<file path="config.mk">
export PLATFORM = sky130hd
export DESIGN_NAME = idx_cmp_array_flat
export DESIGN_NICKNAME = d
export VERILOG_FILES = /design/src/rtl/idx_cmp_pkg.sv /design/src/rtl/idx_cmp_array_if.sv /design/src/rtl/idx_cmp_lane.sv /design/src/rtl/idx_cmp_array.sv /design/src/flat_wrapper.sv
export SDC_FILE = /design/constraint.sdc
export NUM_CORES = 1
export LEC_CHECK = 0
export CORE_MARGIN = 2
export CORE_UTILIZATION = 51
export CTS_CLUSTER_DIAMETER = 80
export DETAILED_ROUTE_END_ITERATION = 7
export PLACE_DENSITY = 0.79
export SLEW_MARGIN = 10
export SYNTH_ARGS = -nofsm -noshare
export SYNTH_HDL_FRONTEND = slang
export SYNTH_HIERARCHICAL = 1
export SYNTH_SLANG_ARGS = --single-unit
</file>
<file path="constraint.sdc">
create_clock -name clk -period 3.04 [get_ports clk]
set_clock_uncertainty 0.15 [all_clocks]
set_input_delay 0.608 -clock clk [delete_from_list [all_inputs] [get_ports clk]]
set_output_delay 0.608 -clock clk [all_outputs]
set_load 0.1 [all_outputs]
</file>
<file path="src/rtl/idx_cmp_pkg.sv">
// Shared types and helpers for the multi-lane index comparator.
// Codes describe the reference relative to each lane index.
package idx_cmp_pkg;

  typedef enum logic [1:0] {
    CMP_NONE = 2'b00,
    CMP_LT   = 2'b01,
    CMP_EQ   = 2'b10,
    CMP_GT   = 2'b11
  } cmp_code_t;

  function automatic logic [31:0] popcnt(input logic [31:0] v);
    logic [31:0] n;
    n = '0;
    for (int i = 0; i < 32; i++)
      n = n + 32'(v[i]);
    return n;
  endfunction

  // Lowest set bit wins; zero when nothing is set.
  function automatic logic [31:0] prienc(input logic [31:0] v);
    logic [31:0] r;
    r = '0;
    for (int i = 31; i >= 0; i--)
      if (v[i]) r = 32'(i);
    return r;
  endfunction

endpackage

</file>
<file path="src/rtl/idx_cmp_array_if.sv">
// Index beat in / result beat out, both valid/ready.
// slave is the comparator side, master the stream side.
interface idx_cmp_array_if #(
  parameter int IDX_W = 4,
  parameter int LANES = 4,
  parameter int CNT_W = 8,
  parameter int FE_W  = (LANES > 1) ? $clog2(LANES) : 1
);
  logic                   in_valid;
  logic                   in_ready;
  logic [LANES*IDX_W-1:0] in_idx;
  logic [LANES-1:0]       in_lmask;
  logic                   out_valid;
  logic                   out_ready;
  logic [LANES*2-1:0]     cmp_code;
  logic [LANES-1:0]       eq_mask;
  logic [LANES-1:0]       gt_mask;
  logic                   any_eq;
  logic [FE_W-1:0]        first_eq;
  logic                   all_past;
  logic [CNT_W-1:0]       match_cnt;

  modport slave (
    input  in_valid, in_idx, in_lmask, out_ready,
    output in_ready, out_valid, cmp_code, eq_mask,
    output gt_mask, any_eq, first_eq, all_past,
    output match_cnt
  );

  modport master (
    output in_valid, in_idx, in_lmask, out_ready,
    input  in_ready, out_valid, cmp_code, eq_mask,
    input  gt_mask, any_eq, first_eq, all_past,
    input  match_cnt
  );
endinterface

</file>
<file path="src/rtl/idx_cmp_lane.sv">
// Single-lane unsigned compare of reference against one index.
// Masked lanes report CMP_NONE.
module idx_cmp_lane
  import idx_cmp_pkg::*;
#(
  parameter int IDX_W = 4
) (
  input  logic [IDX_W-1:0] idx,
  input  logic [IDX_W-1:0] ref_idx,
  input  logic             lane_valid,
  output cmp_code_t        code
);

  always_comb begin
    code = CMP_NONE;
    if (lane_valid) begin
      unique case (1'b1)
        (ref_idx < idx):  code = CMP_LT;
        (ref_idx == idx): code = CMP_EQ;
        default:          code = CMP_GT;
      endcase
    end
  end

endmodule

</file>
<file path="src/rtl/idx_cmp_array.sv">
// Two-stage pipelined multi-lane index comparator with a
// saturating match counter for the row-sparse SpMM datapath.
module idx_cmp_array
  import idx_cmp_pkg::*;
#(
  parameter int IDX_W = 4,
  parameter int LANES = 4,
  parameter int CNT_W = 8
) (
  input  logic             clk,
  input  logic             rst_n,
  input  logic             ref_load,
  input  logic [IDX_W-1:0] ref_in,
  input  logic             cnt_clr,
  idx_cmp_array_if.slave   bus
);

  localparam int FE_W = (LANES > 1) ? $clog2(LANES) : 1;
  localparam logic [63:0] CNT_MAX = (64'd1 << CNT_W) - 64'd1;

  logic [IDX_W-1:0]       ref_q;
  logic                   s1_valid;
  logic [LANES*IDX_W-1:0] s1_idx;
  logic [LANES-1:0]       s1_lmask;
  logic [IDX_W-1:0]       s1_ref;

  logic                   s2_valid;
  logic [LANES*2-1:0]     s2_code;
  logic [LANES-1:0]       s2_eq;
  logic [LANES-1:0]       s2_gt;
  logic                   s2_any;
  logic [FE_W-1:0]        s2_first;
  logic                   s2_past;
  logic [CNT_W-1:0]       cnt_q;

  logic s1_adv, s2_adv, accept, deliver;

  cmp_code_t          code [LANES];
  logic [LANES*2-1:0] c_code;
  logic [LANES-1:0]   c_eq;
  logic [LANES-1:0]   c_gt;
  logic [FE_W-1:0]    c_first;
  logic               c_past;
  logic [63:0]        cnt_sum;
  logic [CNT_W-1:0]   cnt_d;

  assign s2_adv  = !s2_valid || bus.out_ready;
  assign s1_adv  = !s1_valid || s2_adv;
  assign accept  = bus.in_valid && s1_adv;
  assign deliver = s2_valid && bus.out_ready;

  for (genvar k = 0; k < LANES; k++) begin : g_lane
    idx_cmp_lane #(.IDX_W(IDX_W)) u_lane (
      .idx        (s1_idx[k*IDX_W +: IDX_W]),
      .ref_idx    (s1_ref),
      .lane_valid (s1_lmask[k]),
      .code       (code[k])
    );
    assign c_code[2*k +: 2] = code[k];
    assign c_eq[k] = (code[k] == CMP_EQ);
    assign c_gt[k] = (code[k] == CMP_LT);
  end

  always_comb begin
    c_first = FE_W'(prienc(32'(c_eq)));
    c_past  = (|s1_lmask) && (c_gt == s1_lmask);
  end

  // Clear wins over the stored value but not over the beat being delivered.
  always_comb begin
    cnt_sum = cnt_clr ? 64'd0 : 64'(cnt_q);
    if (deliver)
      cnt_sum = cnt_sum + 64'(popcnt(32'(s2_eq)));
    cnt_d = (cnt_sum > CNT_MAX) ? CNT_W'(CNT_MAX) : CNT_W'(cnt_sum);
  end

  always_ff @(posedge clk or negedge rst_n) begin
    if (!rst_n) begin
      ref_q    <= '0;
      s1_valid <= 1'b0;
      s1_idx   <= '0;
      s1_lmask <= '0;
      s1_ref   <= '0;
      s2_valid <= 1'b0;
      s2_code  <= '0;
      s2_eq    <= '0;
      s2_gt    <= '0;
      s2_any   <= 1'b0;
      s2_first <= '0;
      s2_past  <= 1'b0;
      cnt_q    <= '0;
    end else begin
      cnt_q <= cnt_d;
      if (ref_load)
        ref_q <= ref_in;
      if (s1_adv) begin
        s1_valid <= bus.in_valid;
        if (accept) begin
          s1_idx   <= bus.in_idx;
          s1_lmask <= bus.in_lmask;
          s1_ref   <= ref_q;
        end
      end
      if (s2_adv) begin
        s2_valid <= s1_valid;
        if (s1_valid) begin
          s2_code  <= c_code;
          s2_eq    <= c_eq;
          s2_gt    <= c_gt;
          s2_any   <= |c_eq;
          s2_first <= c_first;
          s2_past  <= c_past;
        end
      end
    end
  end

  assign bus.in_ready  = s1_adv;
  assign bus.out_valid = s2_valid;
  assign bus.cmp_code  = s2_code;
  assign bus.eq_mask   = s2_eq;
  assign bus.gt_mask   = s2_gt;
  assign bus.any_eq    = s2_any;
  assign bus.first_eq  = s2_first;
  assign bus.all_past  = s2_past;
  assign bus.match_cnt = cnt_q;

endmodule

</file>
<file path="src/flat_wrapper.sv">
// flat-port wrapper written by rule: the top's interface ports become plain ports
module idx_cmp_array_flat import idx_cmp_pkg::*;
#(
  parameter int IDX_W = 4,
  parameter int LANES = 4,
  parameter int CNT_W = 8
)
  (clk, rst_n, ref_load, ref_in, cnt_clr, bus_in_valid, bus_in_idx, bus_in_lmask, bus_out_ready, bus_in_ready, bus_out_valid, bus_cmp_code, bus_eq_mask, bus_gt_mask, bus_any_eq, bus_first_eq, bus_all_past, bus_match_cnt);
  idx_cmp_array_if #(.IDX_W(IDX_W), .LANES(LANES), .CNT_W(CNT_W)) bus_i ();
  input  logic clk;
  input  logic rst_n;
  input  logic ref_load;
  input  logic [IDX_W-1:0] ref_in;
  input  logic cnt_clr;
  input wire logic [$bits(bus_i.in_valid)-1:0] bus_in_valid;
  input wire logic [$bits(bus_i.in_idx)-1:0] bus_in_idx;
  input wire logic [$bits(bus_i.in_lmask)-1:0] bus_in_lmask;
  input wire logic [$bits(bus_i.out_ready)-1:0] bus_out_ready;
  output wire logic [$bits(bus_i.in_ready)-1:0] bus_in_ready;
  output wire logic [$bits(bus_i.out_valid)-1:0] bus_out_valid;
  output wire logic [$bits(bus_i.cmp_code)-1:0] bus_cmp_code;
  output wire logic [$bits(bus_i.eq_mask)-1:0] bus_eq_mask;
  output wire logic [$bits(bus_i.gt_mask)-1:0] bus_gt_mask;
  output wire logic [$bits(bus_i.any_eq)-1:0] bus_any_eq;
  output wire logic [$bits(bus_i.first_eq)-1:0] bus_first_eq;
  output wire logic [$bits(bus_i.all_past)-1:0] bus_all_past;
  output wire logic [$bits(bus_i.match_cnt)-1:0] bus_match_cnt;
  assign bus_i.in_valid = bus_in_valid;
  assign bus_i.in_idx = bus_in_idx;
  assign bus_i.in_lmask = bus_in_lmask;
  assign bus_i.out_ready = bus_out_ready;
  assign bus_in_ready = bus_i.in_ready;
  assign bus_out_valid = bus_i.out_valid;
  assign bus_cmp_code = bus_i.cmp_code;
  assign bus_eq_mask = bus_i.eq_mask;
  assign bus_gt_mask = bus_i.gt_mask;
  assign bus_any_eq = bus_i.any_eq;
  assign bus_first_eq = bus_i.first_eq;
  assign bus_all_past = bus_i.all_past;
  assign bus_match_cnt = bus_i.match_cnt;
  idx_cmp_array #(.IDX_W(IDX_W), .LANES(LANES), .CNT_W(CNT_W)) u_core (.clk(clk), .rst_n(rst_n), .ref_load(ref_load), .ref_in(ref_in), .cnt_clr(cnt_clr), .bus(bus_i));
endmodule
</file>
==> flow_metrics.py <==
metrics = {
    "global_routing": {
        "grt_pass1_wl_mm": 9.50,
        "gr-total-overflow": 0,
        "grt_max_degree": 35,
        "grt_pass1_vias": 2052,
        "antenna_found_initial": 0,
        "grtUsageTotal_pct": 19.5,
    },
    "place": {
        "place_ws_ns": 0.205,
        "port_buffers": 59,
        "placed_area_um2": 3590,
        "globalplace.congestion": 0.853,
        "dp_hpwl_mm": 4.42,
    },
    "floorplan": {
        "start_util_pct": 53.7,
        "fp.coreArea_um2": 5570,
        "die_area_um2": 6500,
        "core.rowCount": 27,
        "fp.dieH_um": 80.6,
        "die_w_um": 80.6,
        "io_pins": 60,
    },
    "sta": {
        "fmax_mhz": 377,
        "min_period_ns": 2.65,
        "fin_hold_ws_ns": 0.191,
        "finalCritPeriodShare_pct": 87.2,
        "slew_headroom_pct": 49.5,
        "setup_viol": 0,
        "worstMarginPinSlew_ns": 0.758,
        "rsz0062_at_grt": "no",
        "layout_setup_ws_ns": 0.388,
        "fin_tns_setup_ns": 0,
        "final_max_slew_viol_count": 0,
        "hold_violations": 0,
    },
    "synthesis": {
        "async_reset_ff_share_pct": 100,
        "syn-num-nets": 306,
        "ys_seq_area_share_pct": 48.5,
        "syn_avg_cell_area_um2": 11.7,
        "syn-instance-count": 256,
        "synth_area_um2": 2990,
        "ys_warn_count": 6,
        "synth.distinct_cells": 39,
        "synth_ff_type": "dfrtp_1",
        "synth_edf_count": 0,
        "synth_seq_cells": 58,
    },
    "setup_path": {
        "slowest_stage": "fa_1",
        "cp.required_ns": 3.11,
        "path_common_cell": "fa_1",
        "crit_chain": "fa_1 -> fa_1 -> fa_1 -> nand3_1 -> o21ai_0 -> mux2i_1 -> nor2_1",
        "path_buf_inv": 0,
        "endpoint_kind": "flop",
        "setup.worst_path.start_class": "flop",
        "slowest_delay_ns": 0.52,
        "path_delay_family": "adder cells",
        "worstPathArrival_ns": 2.72,
        "worstPathMaxFanout": 8,
        "path_class": "reg2reg",
    },
    "clocking": {
        "cts_setup_buffers": 0,
        "cts_hold_buf": 0,
        "cts_root_buffer": "clkbuf_8",
        "numCtsBuffers": 9,
        "numClockSinks": 58,
        "cts_resized": 0,
        "cts_buffer_depth": 2,
        "cts_htree_levels": 3,
        "cts.clk_slew.worst_paths_ns": 0.07,
        "worstSkewPairLatency_ns": 0.33,
        "cts_tree": "done",
    },
    "drt": {
        "via_per_inst": 5.33,
        "wl_mm": 5.90,
        "postRouteAntennaNets": 0,
        "wl_per_cell_um": 14.8,
        "firstDrtPassIters": 4,
        "drc": 0,
        "vias": 2131,
        "drt_iter0_drc": 88,
    },
    "outcome": {
        "outcome": "finished, final reports clean",
    },
    "hold_path": {
        "hp-class": "in2async",
    },
    "power_and_ir_drop": {
        "p_leak_nw": 1.79,
        "p_per_area_nw_per_um2": 856,
        "peakVddDrop_uv": 601,
    },
    "cells_and_area": {
        "mostFrequentLayoutCells": "dfrtp_1 (54), mux2_2 (38), buf_4 (32)",
        "syn_to_final_growth_pct": 26.8,
        "diodes": 0,
        "utilization_pct": 68.1,
        "layout_commonest_cell": "dfrtp_1",
        "finalNetCount": 374,
        "fin_area_um2": 3800,
        "drive_above_1_share_pct": 31.4,
    },
    "run": {
        "maxCapViolations": 0,
    },
}
[through the flow]
step                power (mW)  cells
global placement          2.47    385
global route              3.40    400
finish                    3.25    400
CTS                       3.27    400
floorplan                 2.16    256
detailed placement        2.52    385
[cells in the mapped netlist, types with 2 or more instances]
library cell | n | share of area, %
mux2_2 | 38 | 14
xnor2_1 | 3 | 0.88
nand3_1 | 2 | 0.33
mux2_4 | 2 | 1.0
nand2b_1 | 5 | 1.0
o21a_1 | 4 | 1.0
dfrtp_1 | 58 | 48
a21oi_1 | 12 | 2.0
a31oi_1 | 2 | 0.42
nand2_1 | 11 | 1.4
fa_1 | 3 | 2.0
ha_1 | 17 | 7.1
nand4_1 | 6 | 1.3
o31ai_1 | 2 | 0.50
o21ai_0 | 14 | 2.3
or2b_1 | 2 | 0.50
nor3_2 | 4 | 1.3
buf_2 | 2 | 0.33
nor3_1 | 7 | 1.2
inv_1 | 23 | 2.9
nor2b_1 | 11 | 2.3
buf_6 | 3 | 1.1
nor2_1 | 9 | 1.1
[per-layer routing]
layer / wire length, um / track usage, %
met1: 2730 / 25.9
met2: 2820 / 30.6
met3: 262 / 3.93
met4: 90 / 9.15
met5: 0 / 0
[worst reg2reg max path, cell delays in order, from the launching register on]
cell and delay, ns:
dfrtp_2 0.43, fa_1 0.52, fa_1 0.44, fa_1 0.40
nand3_1 0.25, o21ai_0 0.15, mux2i_1 0.15, nor2_1 0.05
[worst paths after layout]
| check | to | slack, ns | from | depth (start not counted) |
|---|---|---|---|---|
| max in group asynchronous | u_core/s1_idx[1]$_DFFE_PN0P_ | 1.83 | rst_n | 2 |
| min in group clk | u_core/bus.first_eq[1]$_DFFE_PN0P_ | 0.34 | u_core/bus.first_eq[1]$_DFFE_PN0P_ | 2 |
| worst min register to register | u_core/bus.first_eq[1]$_DFFE_PN0P_ | 0.34 | u_core/bus.first_eq[1]$_DFFE_PN0P_ | 2 |
| worst max-delay path | u_core/bus.match_cnt[5]$_DFF_PN0_ | 0.39 | u_core/bus.eq_mask[0]$_DFFE_PN0P_ | 7 |
| worst max register to register | u_core/bus.match_cnt[5]$_DFF_PN0_ | 0.39 | u_core/bus.eq_mask[0]$_DFFE_PN0P_ | 7 |
| worst min-delay path | u_core/bus.match_cnt[1]$_DFF_PN0_ | 0.19 | rst_n | 1 |
[kinds of logic after synthesis]
family          count (synthesis)  share of synthesized area (%)
flops                          58                           48.5
buf+inv                        28                           4.35
compound gates                 39                           7.78
fa+ha+maj                      20                           9.11
simple gates                   67                           13.8
xor+xnor                        3                          0.878
mux                            41                           15.6
[state kept, by name, summed over array words and instances (netlist names)]
name and count:
u_core/bus.all_past 1, u_core/bus.any_eq 1, u_core/s1_lmask 4, u_core/s1_valid 1, u_core/bus.eq_mask 4, u_core/s1_ref 4, u_core/bus.cmp_code 8, u_core/s1_idx 16
u_core/bus.out_valid 1, u_core/ref_q 4, u_core/bus.first_eq 2, u_core/bus.match_cnt 8, u_core/bus.gt_mask 4
[power by group]
part           internal [mW]  switching (mW)
clock                  0.452           0.300
combinational          0.426            1.03
sequential             0.925           0.116
total                   1.80            1.45
[cell type report]
type / count / area, um^2
fillers: 439 / 1780
flip-flops and latches: 58 / 1460
multi-input cells: 170 / 1410
repair buffers: 62 / 546
clock buffers: 9 / 124
well taps: 72 / 90.1
inverters: 23 / 86.3
clock inverters: 6 / 82.6
Note: power is estimated with default switching activity, not from simulation.
==> edit 1 (same settings) <==
Make the reset (`rst_n`) synchronous in one clocked block.
--- a/src/rtl/idx_cmp_array.sv
+++ b/src/rtl/idx_cmp_array.sv
@@ -74,7 +74,7 @@
     cnt_d = (cnt_sum > CNT_MAX) ? CNT_W'(CNT_MAX) : CNT_W'(cnt_sum);
   end
 
-  always_ff @(posedge clk or negedge rst_n) begin
+  always_ff @(posedge clk) begin
     if (!rst_n) begin
       ref_q    <= '0;
       s1_valid <= 1'b0;
Formal check against the unedited RTL: differs if rst_n is asserted again (counterexample within 4 cycles, from zero or initial values and one cycle with rst_n low); with rst_n held inactive, the same outputs for 10 cycles.
==> edit 1 against the original RTL <==
- wire length is 7.1% higher
- cell area is 0.82% lower
- critical path depth is 2 higher
- worst setup slack worse by 0.12 ns
- area after synthesis is 0.13% higher
- sequential cell count stayed put
Power is not compared: it rests on default switching activity, and its combinational part moved more than twofold at a synthesized area within 25%.
==> edit 1: results (changes against the original RTL) <==
stage	metric	value	unit	change
outcome	status	finished clean		
placed_design	post-place-cells	477		+24%
critical_path	crit_start	u_core/bus.eq_mask[0]		
grt	antenna_found_initial	0		unchanged
placed_design	place.gp.congestion	0.807		-5.4%
clock_network	clkTransAtPathRegs	0.06	ns	
routing	drtIter0Drc	110		+25%
grt	grt_usage	22.1	%	+2.7 points
cells_and_area	largest_register_ffs	16		unchanged
placed_design	placed_area	0.00357	mm2	-0.49%
cells_and_area	antennaDiodeCount	0		unchanged
logic_synthesis	muxShareOfSynthArea	2.05	%	-14 points
clock_network	post_cts_buffers	0		unchanged
grt	use_met1	29.0	%	+3.2 points
timing	slew_headroom	59.8	%	+10 points
grt	global_route.usage.met3	4.04	%	+0.11 points
grt	use_met2	35.3	%	+4.7 points
hold_path	hold_start	u_core/bus.first_eq[1]		
logic_synthesis	ys_async_sr_fraction	0	%	-100 points
placed_design	hpwl	4690	um	+6.2%
placed_design	dpl_worst_slack	-0.0000131	ns	-0.205 ns
critical_path	cp.arrival	2.90	ns	+0.18 ns
routing	wl_per_cell	12.9	um	-13%
clock_network	cts_inserted_buffers	9		unchanged
logic_synthesis	synth_compound_area_share	18.4	%	+11 points
critical_path	crit_fanout	6		-2
cells_and_area	nets	466		+25%
timing	fmax	361	MHz	-4.3%
logic_synthesis	netlist_top_cells_count	88 x nand2_1, 58 x dfxtp_1, 30 x a21boi_1		
cells_and_area	drive_gt1_share	14.6	%	-17 points
logic_synthesis	synthXorXnorAreaFrac	1.75	%	+0.88 points
logic_synthesis	syn_area_per_cell	8.37	um2	-28%
logic_synthesis	syn_nets	408		+33%
power	p_sw_share	26.0	%	
routing	drtPass1Iterations	4		unchanged
routing	drt_wl_total	6330	um	+7.1%
logic_synthesis	synth_adder_area_share	9.10	%	-0.011 points
hold_path	min_path_type	reg2reg		
power	p_comb	0.274	mW	
logic_synthesis	ys_warn_count	6		unchanged
logic_synthesis	synth_cell_types	40		+2.6%
routing	vias_per_cell	5.12		-3.8%
cells_and_area	fillers	494		+13%
grt	grt_pass1_vias	2411		+17%
grt	grt_pass1_wl	11100	um	+16%
power	p_clk	0.697	mW	
clock_network	cts.htree.levels	3		unchanged
placed_design	port_buffers	59		unchanged
cells_and_area	regMostFlops	u_core/s1_idx		
clock_network	cts_resized	0		unchanged
power	power.leakage	1.52	nW	
logic_synthesis	synth_area_leaders	dfxtp_1 39%, nand2_1 11%, a21boi_1 7.5%, ha_1 7.1%, nor2b_1 4.2%		
logic_synthesis	seq_area_frac_synth	38.7	%	-9.7 points
critical_path	r2r_slack	0.27	ns	-0.12 ns
grt	grt_start_max_net_pins	60		+71%
clock_network	cts_buffer_depth	2		unchanged
clock_network	cts_root_buffer	clkbuf_8		
power	ir_worst_vdd	0.000305	V	
clock_network	worstSkewPairLatency	0.33	ns	about the same
==> edit 1: changes by cell type after synthesis, moves of 9 or more <==
cell,delta
a21boi_0,+13
a21boi_1,+30
dfrtp_1,-58
dfxtp_1,+58
mux2_2,-37
nand2_1,+77
nor2b_1,+9
==> edit 1: through the flow <==
| step | TNS, ns | power (mW) | hold slack (ns) |
|---|---|---|---|
| 2_1_floorplan | 0 | 1.01 | 0.280 |
| 3_3_place_gp | 0 | 1.09 | 0.289 |
| 3_5_place_dp | -0.0000131 | 1.10 | 0.297 |
| 4_1_cts | 0 | 1.80 | 0.303 |
| 5_1_grt | 0 | 1.87 | 0.314 |
| 6_report | 0 | 1.78 | 0.304 |
==> edit 1: cell type report <==
type,instances,area (um2),share of cell area [%]
inverters,28,105,2.79
clock inverters,2,37.5,0.997
clock buffers,12,155,4.12
multi-input cells,255,1650,43.7
well taps,72,90.1,2.39
repair buffers,64,566,15.0
flip-flops and latches,58,1170,31.0
==> edit 1: worst max-delay path, cell delays in order (launching register included) <==
cell and delay, ns:
dfxtp_2 0.34, fa_1 0.55, inv_1 0.07, fa_1 0.41
inv_1 0.09, fa_1 0.17, nand3_2 0.12, nor4_2 0.22
and4b_1 0.41, o31a_1 0.18
==> edit 1: path summary, 6_finish.rpt <==
path	to	cells past startpoint
min reg2reg	u_core/bus.first_eq[1]	2
max reg2reg	u_core/bus.match_cnt[3]	9
max	u_core/bus.match_cnt[3]	9
min	u_core/bus.first_eq[1]	2
==> edit 1: layer usage <==
metal / routed length, um / vias up
met4: 113 / 0
met2: 2940 / 60
met1: 2980 / 1143
met5: 0 / -
li1: - / 1304
met3: 288 / 9
==> edit 2 (config.mk and constraints unchanged) <==
Made on the original files. `CNT_W` is set to 8 in 3 places; all go to 6.
--- a/src/rtl/idx_cmp_array_if.sv
+++ b/src/rtl/idx_cmp_array_if.sv
@@ -3,7 +3,7 @@
 interface idx_cmp_array_if #(
   parameter int IDX_W = 4,
   parameter int LANES = 4,
-  parameter int CNT_W = 8,
+  parameter int CNT_W = 6,
   parameter int FE_W  = (LANES > 1) ? $clog2(LANES) : 1
 );
   logic                   in_valid;
--- a/src/rtl/idx_cmp_array.sv
+++ b/src/rtl/idx_cmp_array.sv
@@ -5,7 +5,7 @@
 #(
   parameter int IDX_W = 4,
   parameter int LANES = 4,
-  parameter int CNT_W = 8
+  parameter int CNT_W = 6
 ) (
   input  logic             clk,
   input  logic             rst_n,
--- a/src/flat_wrapper.sv
+++ b/src/flat_wrapper.sv
@@ -3,7 +3,7 @@
 #(
   parameter int IDX_W = 4,
   parameter int LANES = 4,
-  parameter int CNT_W = 8
+  parameter int CNT_W = 6
 )
   (clk, rst_n, ref_load, ref_in, cnt_clr, bus_in_valid, bus_in_idx, bus_in_lmask, bus_out_ready, bus_in_ready, bus_out_valid, bus_cmp_code, bus_eq_mask, bus_gt_mask, bus_any_eq, bus_first_eq, bus_all_past, bus_match_cnt);
   idx_cmp_array_if #(.IDX_W(IDX_W), .LANES(LANES), .CNT_W(CNT_W)) bus_i ();
Interface: changed (resized bus_match_cnt); port bits go from 60 to 58. The function was not compared with the original's and may differ.
==> edit 2 against the original RTL <==
- critical path depth fell by 1
- sequential share of layout area is 1.2 points higher
- utilization decreased by 3.4 points
- cell area down 6.7%
- first-iteration DRC count shrank 44%
- worst setup slack improved by 0.24 ns
- wire length decreased by 14%
- power shrank 12%
- count of clock-buffer cells in the layout is 2 lower
- area after synthesis fell by 4.0%
- sequential cell count down 2
- worst hold slack got worse by 0.0056 ns
==> edit 2: results (changes against the original RTL) <==
stage	metric	value	unit	change
placed_design	port_buffers	57		-3.4%
grt	grt_pass1_wl	8840	um	-7.0%
critical_path	crit_fanout	4		-4
logic_synthesis	syn_nets	292		-4.6%
timing	hold_ws	0.185	ns	-0.00564 ns
clock_network	cts_inserted_buffers	5		-4
logic_synthesis	netlist_top_cells_count	56 x dfrtp_1, 39 x mux2_2, 21 x inv_1		
grt	grt_start_max_net_pins	34		-2.9%
clock_network	clkTransAtPathRegs	0.10	ns	+0.03 ns
grt	grt_usage	17.9	%	-1.6 points
outcome	status	finished clean		
placed_design	hpwl	3950	um	-11%
clock_network	cts.htree.levels	2		-1
logic_synthesis	seq_area_frac_synth	48.8	%	+0.26 points
logic_synthesis	synth_area_leaders	dfrtp_1 49%, mux2_2 15%, ha_1 7.4%, inv_1 2.7%, nor2b_1 2.6%		
critical_path	cp.arrival	2.46	ns	-0.26 ns
placed_design	dpl_worst_slack	0.336	ns	+0.132 ns
cells_and_area	nets	354		-5.3%
logic_synthesis	muxShareOfSynthArea	16.0	%	+0.39 points
grt	grt_pass1_vias	1957		-4.6%
routing	drt_wl_total	5070	um	-14%
placed_design	place.gp.congestion	0.790		-7.4%
power	power.leakage	1.67	nW	-6.7%
routing	vias_per_cell	5.32		-0.17%
cells_and_area	drive_gt1_share	29.2	%	-2.2 points
logic_synthesis	synth_cell_types	35		-10%
[edit 2: worst paths after layout]
| kind | from | end | cells after the start |
|---|---|---|---|
| worst min-delay path | rst_n | u_core/bus.match_cnt[5] | 1 |
| min in group clk | u_core/bus.first_eq[0] | u_core/bus.first_eq[0] | 2 |
| worst max-delay path | u_core/bus.eq_mask[0] | u_core/bus.match_cnt[1] | 6 |
| worst min register to register | u_core/bus.first_eq[0] | u_core/bus.first_eq[0] | 2 |
| worst max register to register | u_core/bus.eq_mask[0] | u_core/bus.match_cnt[1] | 6 |
| max in group asynchronous | rst_n | u_core/s1_idx[0] | 2 |
[edit 2: cell type report]
type | instances | area, um2 | area share (%)
clock inverter | 1 | 7.51 | 0.212
timing repair buffer | 59 | 523 | 14.8
inverter | 21 | 78.8 | 2.23
multi-input combinational | 161 | 1360 | 38.3
sequential | 56 | 1400 | 39.6
clock buffer | 7 | 86.3 | 2.44
tap | 72 | 90.1 | 2.54
[edit 2: where the power goes]
group | switching, mW | internal, mW
clock | 0.233 | 0.186
sequential | 0.114 | 0.894
combinational | 1.01 | 0.415
total | 1.36 | 1.49
[edit 2: routing by layer]
layer  vias to the layer above  wire, um  track usage, %
met5                         -         0               0
met4                         0        75            7.07
met3                         7       239            3.07
met2                        48      2470            29.2
met1                       982      2290            24.0
li1                        968         -               -
[edit 2: through the flow]
step	instance area (um2)	std cells
floorplan	2870	242
global placement	3450	369
detailed placement	3450	369
CTS	3540	377
global route	3540	377
finish	3540	377
